**src/rtl/polaris_pkg.sv**
```systemverilog
// Shared types and constants for the Polaris instruction prefetch unit.
package polaris_pkg;

    localparam logic [1:0] ISIZ_32 = 2'b10;
    localparam logic [1:0] ISIZ_64 = 2'b11;

    localparam logic [63:0] POLARIS_RESET_VEC = 64'hFFFF_FFFF_FFFF_FF00;

    localparam int INST_W = 32;

    typedef struct packed {
        logic [63:0]       pc;
        logic [INST_W-1:0] inst;
    } fetch_entry_t;

    localparam int FETCH_ENTRY_W = $bits(fetch_entry_t);

    typedef enum logic [1:0] {
        S_IDLE,
        S_REQ,
        S_DISCARD
    } fetch_state_t;

    function automatic int entry_w(input int addr_w);
        return addr_w + INST_W;
    endfunction

endpackage

```
**src/rtl/polaris_prefetch_if.sv**
```systemverilog
// Instruction-bus bundle between the prefetcher (master) and memory (slave).
interface polaris_prefetch_if #(
    parameter int ADDR_W = 64,
    parameter int IBUS_W = 32
);
    logic              icyc;
    logic              istb;
    logic [ADDR_W-1:0] iadr;
    logic [1:0]        isiz;
    logic              iack;
    logic [IBUS_W-1:0] idat;

    modport master (
        output icyc, istb, iadr, isiz,
        input  iack, idat
    );

    modport slave (
        input  icyc, istb, iadr, isiz,
        output iack, idat
    );
endinterface

```
**src/rtl/polaris_fetch_queue.sv**
```systemverilog
// Circular {pc, inst} queue with dual in-order push, single pop and flush.
module polaris_fetch_queue
    import polaris_pkg::*;
#(
    parameter int ADDR_W = 64,
    parameter int DEPTH  = 4
) (
    input  logic                       clk_i,
    input  logic                       reset_i,
    input  logic                       flush_i,
    input  logic                       push0_i,
    input  logic [entry_w(ADDR_W)-1:0] ent0_i,
    input  logic                       push1_i,
    input  logic [entry_w(ADDR_W)-1:0] ent1_i,
    input  logic                       pop_i,
    output logic [entry_w(ADDR_W)-1:0] head_o,
    output logic                       valid_o,
    output logic                       full_o,
    output logic [$clog2(DEPTH+1)-1:0] count_o
);
    localparam int EW = entry_w(ADDR_W);
    localparam int PW = $clog2(DEPTH);
    localparam int CW = $clog2(DEPTH + 1);

    logic [EW-1:0] mem_q [DEPTH];
    logic [PW-1:0] wp_q, wp_d;
    logic [PW-1:0] rp_q, rp_d;
    logic [CW-1:0] cnt_q, cnt_d;
    logic          do_pop;

    assign do_pop = pop_i && (cnt_q != '0);

    always_comb begin
        wp_d  = wp_q;
        rp_d  = rp_q;
        cnt_d = cnt_q;
        if (flush_i) begin
            wp_d  = '0;
            rp_d  = '0;
            cnt_d = '0;
        end else begin
            wp_d  = wp_q + PW'(push0_i) + PW'(push1_i);
            rp_d  = rp_q + PW'(do_pop);
            cnt_d = cnt_q + CW'(push0_i) + CW'(push1_i)
                  - CW'(do_pop);
        end
    end

    always_ff @(posedge clk_i) begin
        if (reset_i) begin
            wp_q  <= '0;
            rp_q  <= '0;
            cnt_q <= '0;
        end else begin
            wp_q  <= wp_d;
            rp_q  <= rp_d;
            cnt_q <= cnt_d;
            if (!flush_i && push0_i) mem_q[wp_q] <= ent0_i;
            if (!flush_i && push1_i) mem_q[wp_q + PW'(1)] <= ent1_i;
        end
    end

    assign valid_o = (cnt_q != '0);
    assign full_o  = (cnt_q == CW'(DEPTH));
    assign count_o = cnt_q;
    // Gate with valid so an empty queue presents zeros, not stale storage.
    assign head_o  = valid_o ? mem_q[rp_q] : '0;

endmodule

```
**src/rtl/polaris_prefetch.sv**
```systemverilog
// Sequential instruction prefetcher: runs ahead on the I bus into a small
// queue, hands one instruction per cycle to the sequencer, flushes on redirect.
module polaris_prefetch
    import polaris_pkg::*;
#(
    parameter int                ADDR_W    = 64,
    parameter int                IBUS_W    = 32,
    parameter int                DEPTH     = 4,
    parameter logic [ADDR_W-1:0] RESET_VEC = ADDR_W'(POLARIS_RESET_VEC)
) (
    input  logic               clk_i,
    input  logic               reset_i,
    polaris_prefetch_if.master ibus,
    input  logic               redirect_i,
    input  logic [ADDR_W-1:0]  redirect_adr_i,
    output logic               ir_valid_o,
    output logic [31:0]        ir_o,
    output logic [ADDR_W-1:0]  ir_pc_o,
    input  logic               ir_take_i,
    output logic               empty_o
);
    localparam int RSV = (IBUS_W == 64) ? 2 : 1;
    localparam int CW  = $clog2(DEPTH + 1);
    localparam int EW  = entry_w(ADDR_W);
    localparam logic [ADDR_W-1:0] ALIGN = ADDR_W'(IBUS_W / 8 - 1);
    localparam logic [ADDR_W-1:0] STEP  = ADDR_W'(IBUS_W / 8);
    localparam logic [1:0] ISIZ  = (IBUS_W == 64) ? ISIZ_64 : ISIZ_32;
    localparam logic [CW:0] LIMIT = (CW + 1)'(DEPTH - RSV);

    fetch_state_t      state_q, state_d;
    logic [ADDR_W-1:0] fpc_q, fpc_d;
    logic [ADDR_W-1:0] iadr_q, iadr_d;
    logic [1:0]        isiz_q, isiz_d;

    logic [63:0]   dat64;
    logic [31:0]   lo, hi;
    logic          ack, fill, take, launch, credit;
    logic          push0, push1;
    logic [EW-1:0] ent0, ent1;
    logic [CW:0]   occ;

    logic          q_valid, q_full;
    logic [CW-1:0] q_count;
    logic [EW-1:0] q_head;

    assign dat64 = 64'(ibus.idat);
    assign lo    = dat64[31:0];
    assign hi    = (IBUS_W == 64) ? dat64[63:32] : dat64[31:0];

    always_comb begin
        ack   = ibus.iack && (state_q != S_IDLE);
        fill  = ack && (state_q == S_REQ) && !redirect_i;
        take  = ir_take_i && q_valid && !redirect_i;
        push0 = fill && !q_full;
        push1 = push0 && (IBUS_W == 64) && !fpc_q[2];
        // A redirect into the upper half of a 64-bit word keeps only that half.
        ent0  = {fpc_q, ((IBUS_W == 64) && fpc_q[2]) ? hi : lo};
        ent1  = {fpc_q + ADDR_W'(4), hi};

        occ = '0;
        if (!redirect_i) begin
            occ = (CW + 1)'(q_count) + (CW + 1)'(push0)
                + (CW + 1)'(push1) - (CW + 1)'(take);
        end
        credit = (occ <= LIMIT);

        fpc_d = fpc_q;
        if (redirect_i) begin
            fpc_d = redirect_adr_i & ~ADDR_W'(3);
        end else if (fill) begin
            fpc_d = (fpc_q & ~ALIGN) + STEP;
        end

        state_d = state_q;
        iadr_d  = iadr_q;
        isiz_d  = isiz_q;
        launch  = 1'b0;
        unique case (state_q)
            S_IDLE: launch = credit;
            S_REQ: begin
                if (ack) launch = credit;
                else if (redirect_i) state_d = S_DISCARD;
            end
            S_DISCARD: launch = ack && credit;
            default: state_d = S_IDLE;
        endcase

        if (launch) begin
            state_d = S_REQ;
            iadr_d  = fpc_d & ~ALIGN;
            isiz_d  = ISIZ;
        end else if (ack) begin
            state_d = S_IDLE;
        end
    end

    always_ff @(posedge clk_i) begin
        if (reset_i) begin
            state_q <= S_IDLE;
            fpc_q   <= RESET_VEC;
            iadr_q  <= '0;
            isiz_q  <= '0;
        end else begin
            state_q <= state_d;
            fpc_q   <= fpc_d;
            iadr_q  <= iadr_d;
            isiz_q  <= isiz_d;
        end
    end

    assign ibus.icyc = (state_q != S_IDLE);
    assign ibus.istb = (state_q != S_IDLE);
    assign ibus.iadr = iadr_q;
    assign ibus.isiz = isiz_q;

    polaris_fetch_queue #(
        .ADDR_W (ADDR_W),
        .DEPTH  (DEPTH)
    ) u_queue (
        .clk_i   (clk_i),
        .reset_i (reset_i),
        .flush_i (redirect_i),
        .push0_i (push0),
        .ent0_i  (ent0),
        .push1_i (push1),
        .ent1_i  (ent1),
        .pop_i   (take),
        .head_o  (q_head),
        .valid_o (q_valid),
        .full_o  (q_full),
        .count_o (q_count)
    );

    assign ir_valid_o       = q_valid;
    assign {ir_pc_o, ir_o}  = q_head;
    assign empty_o          = !q_valid;

endmodule

```
**src/flat_wrapper.sv**
```systemverilog
// flat-port wrapper written by rule: the top's interface ports become plain ports
module polaris_prefetch_flat import polaris_pkg::*;
#(
    parameter int                ADDR_W    = 64,
    parameter int                IBUS_W    = 32,
    parameter int                DEPTH     = 4,
    parameter logic [ADDR_W-1:0] RESET_VEC = ADDR_W'(POLARIS_RESET_VEC)
)
  (clk_i, reset_i, redirect_i, redirect_adr_i, ir_valid_o, ir_o, ir_pc_o, ir_take_i, empty_o, ibus_icyc, ibus_istb, ibus_iadr, ibus_isiz, ibus_iack, ibus_idat);
  polaris_prefetch_if #(.ADDR_W(ADDR_W), .IBUS_W(IBUS_W)) ibus_i ();
  input  logic clk_i;
  input  logic reset_i;
  input  logic redirect_i;
  input  logic [ADDR_W-1:0] redirect_adr_i;
  output logic ir_valid_o;
  output logic [31:0] ir_o;
  output logic [ADDR_W-1:0] ir_pc_o;
  input  logic ir_take_i;
  output logic empty_o;
  output wire logic [$bits(ibus_i.icyc)-1:0] ibus_icyc;
  output wire logic [$bits(ibus_i.istb)-1:0] ibus_istb;
  output wire logic [$bits(ibus_i.iadr)-1:0] ibus_iadr;
  output wire logic [$bits(ibus_i.isiz)-1:0] ibus_isiz;
  input wire logic [$bits(ibus_i.iack)-1:0] ibus_iack;
  input wire logic [$bits(ibus_i.idat)-1:0] ibus_idat;
  assign ibus_icyc = ibus_i.icyc;
  assign ibus_istb = ibus_i.istb;
  assign ibus_iadr = ibus_i.iadr;
  assign ibus_isiz = ibus_i.isiz;
  assign ibus_i.iack = ibus_iack;
  assign ibus_i.idat = ibus_idat;
  polaris_prefetch #(.ADDR_W(ADDR_W), .IBUS_W(IBUS_W), .DEPTH(DEPTH), .RESET_VEC(RESET_VEC)) u_core (.clk_i(clk_i), .reset_i(reset_i), .ibus(ibus_i), .redirect_i(redirect_i), .redirect_adr_i(redirect_adr_i), .ir_valid_o(ir_valid_o), .ir_o(ir_o), .ir_pc_o(ir_pc_o), .ir_take_i(ir_take_i), .empty_o(empty_o));
endmodule
```
**config.mk**
```make
export PLATFORM = sky130hd
export DESIGN_NAME = polaris_prefetch_flat
export DESIGN_NICKNAME = d
export VERILOG_FILES = /design/src/rtl/polaris_pkg.sv /design/src/rtl/polaris_prefetch_if.sv /design/src/rtl/polaris_fetch_queue.sv /design/src/rtl/polaris_prefetch.sv /design/src/flat_wrapper.sv
export SDC_FILE = /design/constraint.sdc
export NUM_CORES = 1
export LEC_CHECK = 0
export BUFFER_PORTS_ARGS = -buffer_cell sky130_fd_sc_hd__clkbuf_2
export CAP_MARGIN = 5
export CELL_PAD_IN_SITES_DETAIL_PLACEMENT = 0
export CELL_PAD_IN_SITES_GLOBAL_PLACEMENT = 1
export CORE_ASPECT_RATIO = 0.9
export CORE_MARGIN = 2
export CORE_UTILIZATION = 50
export CTS_BUF_LIST = sky130_fd_sc_hd__clkbuf_8
export DETAILED_ROUTE_END_ITERATION = 7
export PLACE_DENSITY_LB_ADDON = 0.15
export SLEW_MARGIN = 20
export SYNTH_ARGS = -nofsm -noshare
export SYNTH_HDL_FRONTEND = slang
export SYNTH_SLANG_ARGS = --single-unit
```
**constraint.sdc**
```tcl
create_clock -name clk_i -period 14.93 [get_ports clk_i]
set_input_delay 0 -clock clk_i [delete_from_list [all_inputs] [get_ports clk_i]]
set_output_delay 0 -clock clk_i [all_outputs]
set_load 0.02 [all_outputs]
```
==> results by group <==
Critical path
  – Reg2reg setup slack: 10.67 ns
  – Reg-to-Reg Start: u_core.u_queue.count_o[2]$_SDFF_PP0_
  – Crit. End Element: flop
  – WS Path Type: flop to flop
  – FF-to-FF End: u_core.ibus.iadr[43]$_SDFFE_PP0P_
  – CP max FO: 52
  – R2R depth: 12
  – Crit path required time: 15.44 ns
  – Crit path arrival time: ~4.8 ns
  – Crit path launch type: flop

Global routing
  – Initial antenna violation count: 1
  – Number of global-route vias before repair: 13750
  – Largest net degree at the start of global routing: 98
  – GRT Max-Usage Layer: met2
  – Global route total overflow: 0
  – GRT Resource Usage Total: between 20% and 30%
  – First-pass GRT wire length: ~82 mm
  – Met2 Use GR: approximately two fifths
  – Met1 Use GR: 34.89%
  – Met3 usage: about 5.2%

Routing
  – Vias/cell: ~5.7
  – WL final: approximately 55 mm
  – Via count: approximately 14000
  – Routed len/inst: between 20 and 25 um
  – DRC viols: 0
  – Router iterations before antenna repair: 5
  – Final ANT Viol Nets: 0
  – DRT iter0 DRCs: ~1100

Pwr
  – Clock power frac: between 30% and 40%
  – Pwr Density: approximately 120 nW/um2
  – Internal Power: 2283 uW
  – Power Total: between 3000 and 4000 uW
  – Sw power: 747.5 uW
  – Comb pwr share: about 8.3%
  – Register share of total power: 52.7%
  – Switching share of power: 24.67%
  – Worst VDD drop: ~80 uV
  – Leakage power: ~0.009 uW

Floorplan
  – Die area: around 44000 um2
  – Initial Utilization: between 50 and 60%
  – Die W: around 220 um
  – Io pins: ~270
  – Die height: 198.5 um
  – Std-Cell Rows: 71
  – Core area: 41660 um2

Timing
  – Clk_skew: 0.03362 ns
  – Endpoints failing setup: 0
  – RSZ-0062 raised after global routing: false
  – Slew @ Worst Pin: around 1.1 ns
  – Final setup TNS: 0 ns
  – Slew HR: between 20% and 30%
  – Fin crit period: between 4 and 5 ns
  – Period utilisation layout: 28.51%
  – Endpoints failing hold: 0
  – Slew Limit Fails: 0
  – Peak Freq: about 230 MHz

Synthesis
  – Mapped cell area: 21010 um2
  – Seq/Total Area, Yosys: roughly 67%
  – Post-synth ARST share: 0%
  – Top_reg_cell synth: edfxtp_1
  – Main combinational cell family by area after synthesis: simple AND/OR/NAND/NOR gates
  – Synth warn: 0
  – Mapped Cells: between 1000 and 1500
  – Post-synth EDFFs: approximately 380
  – Post-Synth Simple-Gate Area: between 10 and 15%
  – #FFs+latches synth: around 500
  – Mean Syn Cell Area: between 10 and 15 um2
  – Post-synthesis compound-gate area fraction: under 10%
  – Post-synthesis adder-cell area fraction: less than 1%
  – Distinct cells, synth: 66
  – Xor and xnor fraction of the mapped netlist area: 1.584%
  – Post-synthesis mux area share: between 10% and 20%

CTS
  – Sink Count: a little over 500
  – Clock-pin slew on the worst setup and hold paths: ~0.060 ns
  – Hold_buf cts: between 90 and 100
  – Num CTS Buffers: 83
  – Clock latency on the worst-skew pair: between 0.6 and 0.7 ns
  – Postcts setup bufs: 0
  – Clock root cell: clkbuf_8
  – Clk buf depth: 3
  – Resize count post-CTS: 0
  – CTS tree: built
  – H-tree lvl count: 3

Final layout
  – Layout Nets: about 1900
  – # diodes: 0
  – Core Util, Final: between 60% and 70%
  – Layout cells sized above 1: a little over a quarter
  – P&R area growth vs syn: 21.12%
  – Most frequent cells in the layout: 376 x edfxtp_1, 258 x clkbuf_2, 132 x dfxtp_1
  – Commonest non-fill, non-tap cell in the layout: edfxtp_1

Job
  – Max-cap violations: 0

Status
  – Run status: complete, no violations

Worst hold path
  – Worst hold path type: input pin to flop
  – Hold path start: ibus_idat[25]
  – Hold depth: 2
  – Hold Path End: u_core.u_queue.mem_q[0][25]$_DFFE_PP_

Placed design
  – Buffers on Ports: between 200 and 300
  – Post-detail-place hpwl: 33.22 mm
  – Gpl congestion: approximately 0.77
kinds of logic (layout without fill, tap and decap cells):
kind of cell               after synthesis  count (layout)
DFF                                    510             510
xor gates and xnor gates                38              38
other                                    1               5
buffers and inverters                  110             551
and+or+nand+nor                        482             482
AOI/OAI and AO/OA                      170             170
muxes                                  119             119
adders and majority gates               10              10
how the worst max path moves through the flow:
| stage | startpoint | to | slack [ns] | cells after the start |
|---|---|---|---|---|
| 2_1_floorplan | u_core.state_q[1]$_SDFFE_PP0P_ | u_core.u_queue.mem_q[1][0]$_DFFE_PP_ | 3.53 | 4 |
| 3_3_place_gp | u_core.u_queue.count_o[2]$_SDFF_PP0_ | u_core.ibus.iadr[43]$_SDFFE_PP0P_ | 10.75 | 12 |
| 3_5_place_dp | u_core.u_queue.count_o[2]$_SDFF_PP0_ | u_core.ibus.iadr[43]$_SDFFE_PP0P_ | 10.64 | 12 |
| 4_1_cts | u_core.u_queue.count_o[2]$_SDFF_PP0_ | u_core.ibus.iadr[43]$_SDFFE_PP0P_ | 10.63 | 12 |
| 5_1_grt | u_core.u_queue.count_o[2]$_SDFF_PP0_ | u_core.ibus.iadr[43]$_SDFFE_PP0P_ | 10.35 | 12 |
| 6_report | u_core.u_queue.count_o[2]$_SDFF_PP0_ | u_core.ibus.iadr[43]$_SDFFE_PP0P_ | 10.67 | 12 |
metrics by stage:
| stage | cells | setup WS [ns] | hold slack [ns] | area [um2] |
|---|---|---|---|---|
| after floorplan | 1444 | 3.533 | 0.07931 | 21030 |
| after global placement | 2177 | 10.75 | 0.2160 | 22820 |
| after detailed placement | 2177 | 10.64 | 0.2243 | 22820 |
| after CTS | 2431 | 10.63 | 0.06457 | 25430 |
| after global routing | 2432 | 10.35 | 0.09377 | 25450 |
| final | 2432 | 10.67 | 0.1226 | 25450 |
cells in the mapped netlist (all sizes together) (4+ instances only):
library cell / instances / area, um2
a21oi: 41 / 205.2
clkbuf: 66 / 247.7
o21ai: 56 / 280.3
and3: 21 / 131.4
nor2b: 5 / 31.28
or3: 6 / 37.54
nand2b: 22 / 137.6
mux4: 94 / 2117
buf: 25 / 126.4
edfxtp: 376 / 11290
nor3: 32 / 165.2
o41ai: 5 / 43.79
mux2i: 21 / 210.2
dfxtp: 134 / 2683
nor4: 21 / 167.7
o31a: 7 / 62.56
nor2: 58 / 217.7
ha: 8 / 100.1
xnor2: 26 / 227.7
nand3: 49 / 245.2
nor4b: 4 / 35.03
inv: 18 / 67.56
a21o: 4 / 30.03
a31oi: 8 / 50.05
o31ai: 10 / 75.07
mux2: 4 / 45.04
o21a: 9 / 67.56
and4: 11 / 100.1
xor2: 12 / 105.1
nand2: 92 / 347.8
nand4: 44 / 305.3
or4: 6 / 50.05
and2: 102 / 638.1
o211ai: 11 / 82.58
state kept, by name, summed over array words and instances, names as in the netlist:
register / cells
u_core.u_queue.mem_q: 376
u_core.fpc_q: 62
u_core.ibus.iadr: 62
u_core.u_queue.count_o: 3
u_core.state_q: 2
u_core.u_queue.rp_q: 2
u_core.u_queue.wp_q: 2
u_core.ibus.isiz: 1
routing by layer:
metal  up-vias  part of all wire (%)
met5         -                     0
met4         0                   2.6
met3       103                   6.6
met2       490                    47
met1      7026                    44
li1       6296                     -
worst max-delay path, stage by stage (launching register included):
cell     delay [ns]
dfxtp_1        0.37
inv_1          0.09
o31ai_1        0.79
ha_1           0.29
inv_1          0.05
ha_1           0.25
and3b_1        0.20
o211a_1        0.25
o31ai_4        0.55
buf_4          0.71
nor2_1         0.24
a32oi_1        0.24
o21ai_0        0.10
cell type report:
class	instances	area, um2
Fill cell	3276	16220
Sequential cell	510	13980
Multi-Input combinational cell	824	6646
Timing Repair Buffer	376	2435
Clock buffer	91	1252
Tap cell	547	684.4
Clock inverter	65	376.6
Inverter	19	71.32
power groups by stage:
stage               logic [uW]  clock network [uW]  registers, uW
finish                     250                1180           1600
global route               272                1260           1600
CTS                        251                1210           1600
detailed placement         229                   0           1630
global placement           226                   0           1620
floorplan                  123                   0           1640
No activity file was read; power rests on OpenSTA's default activity.
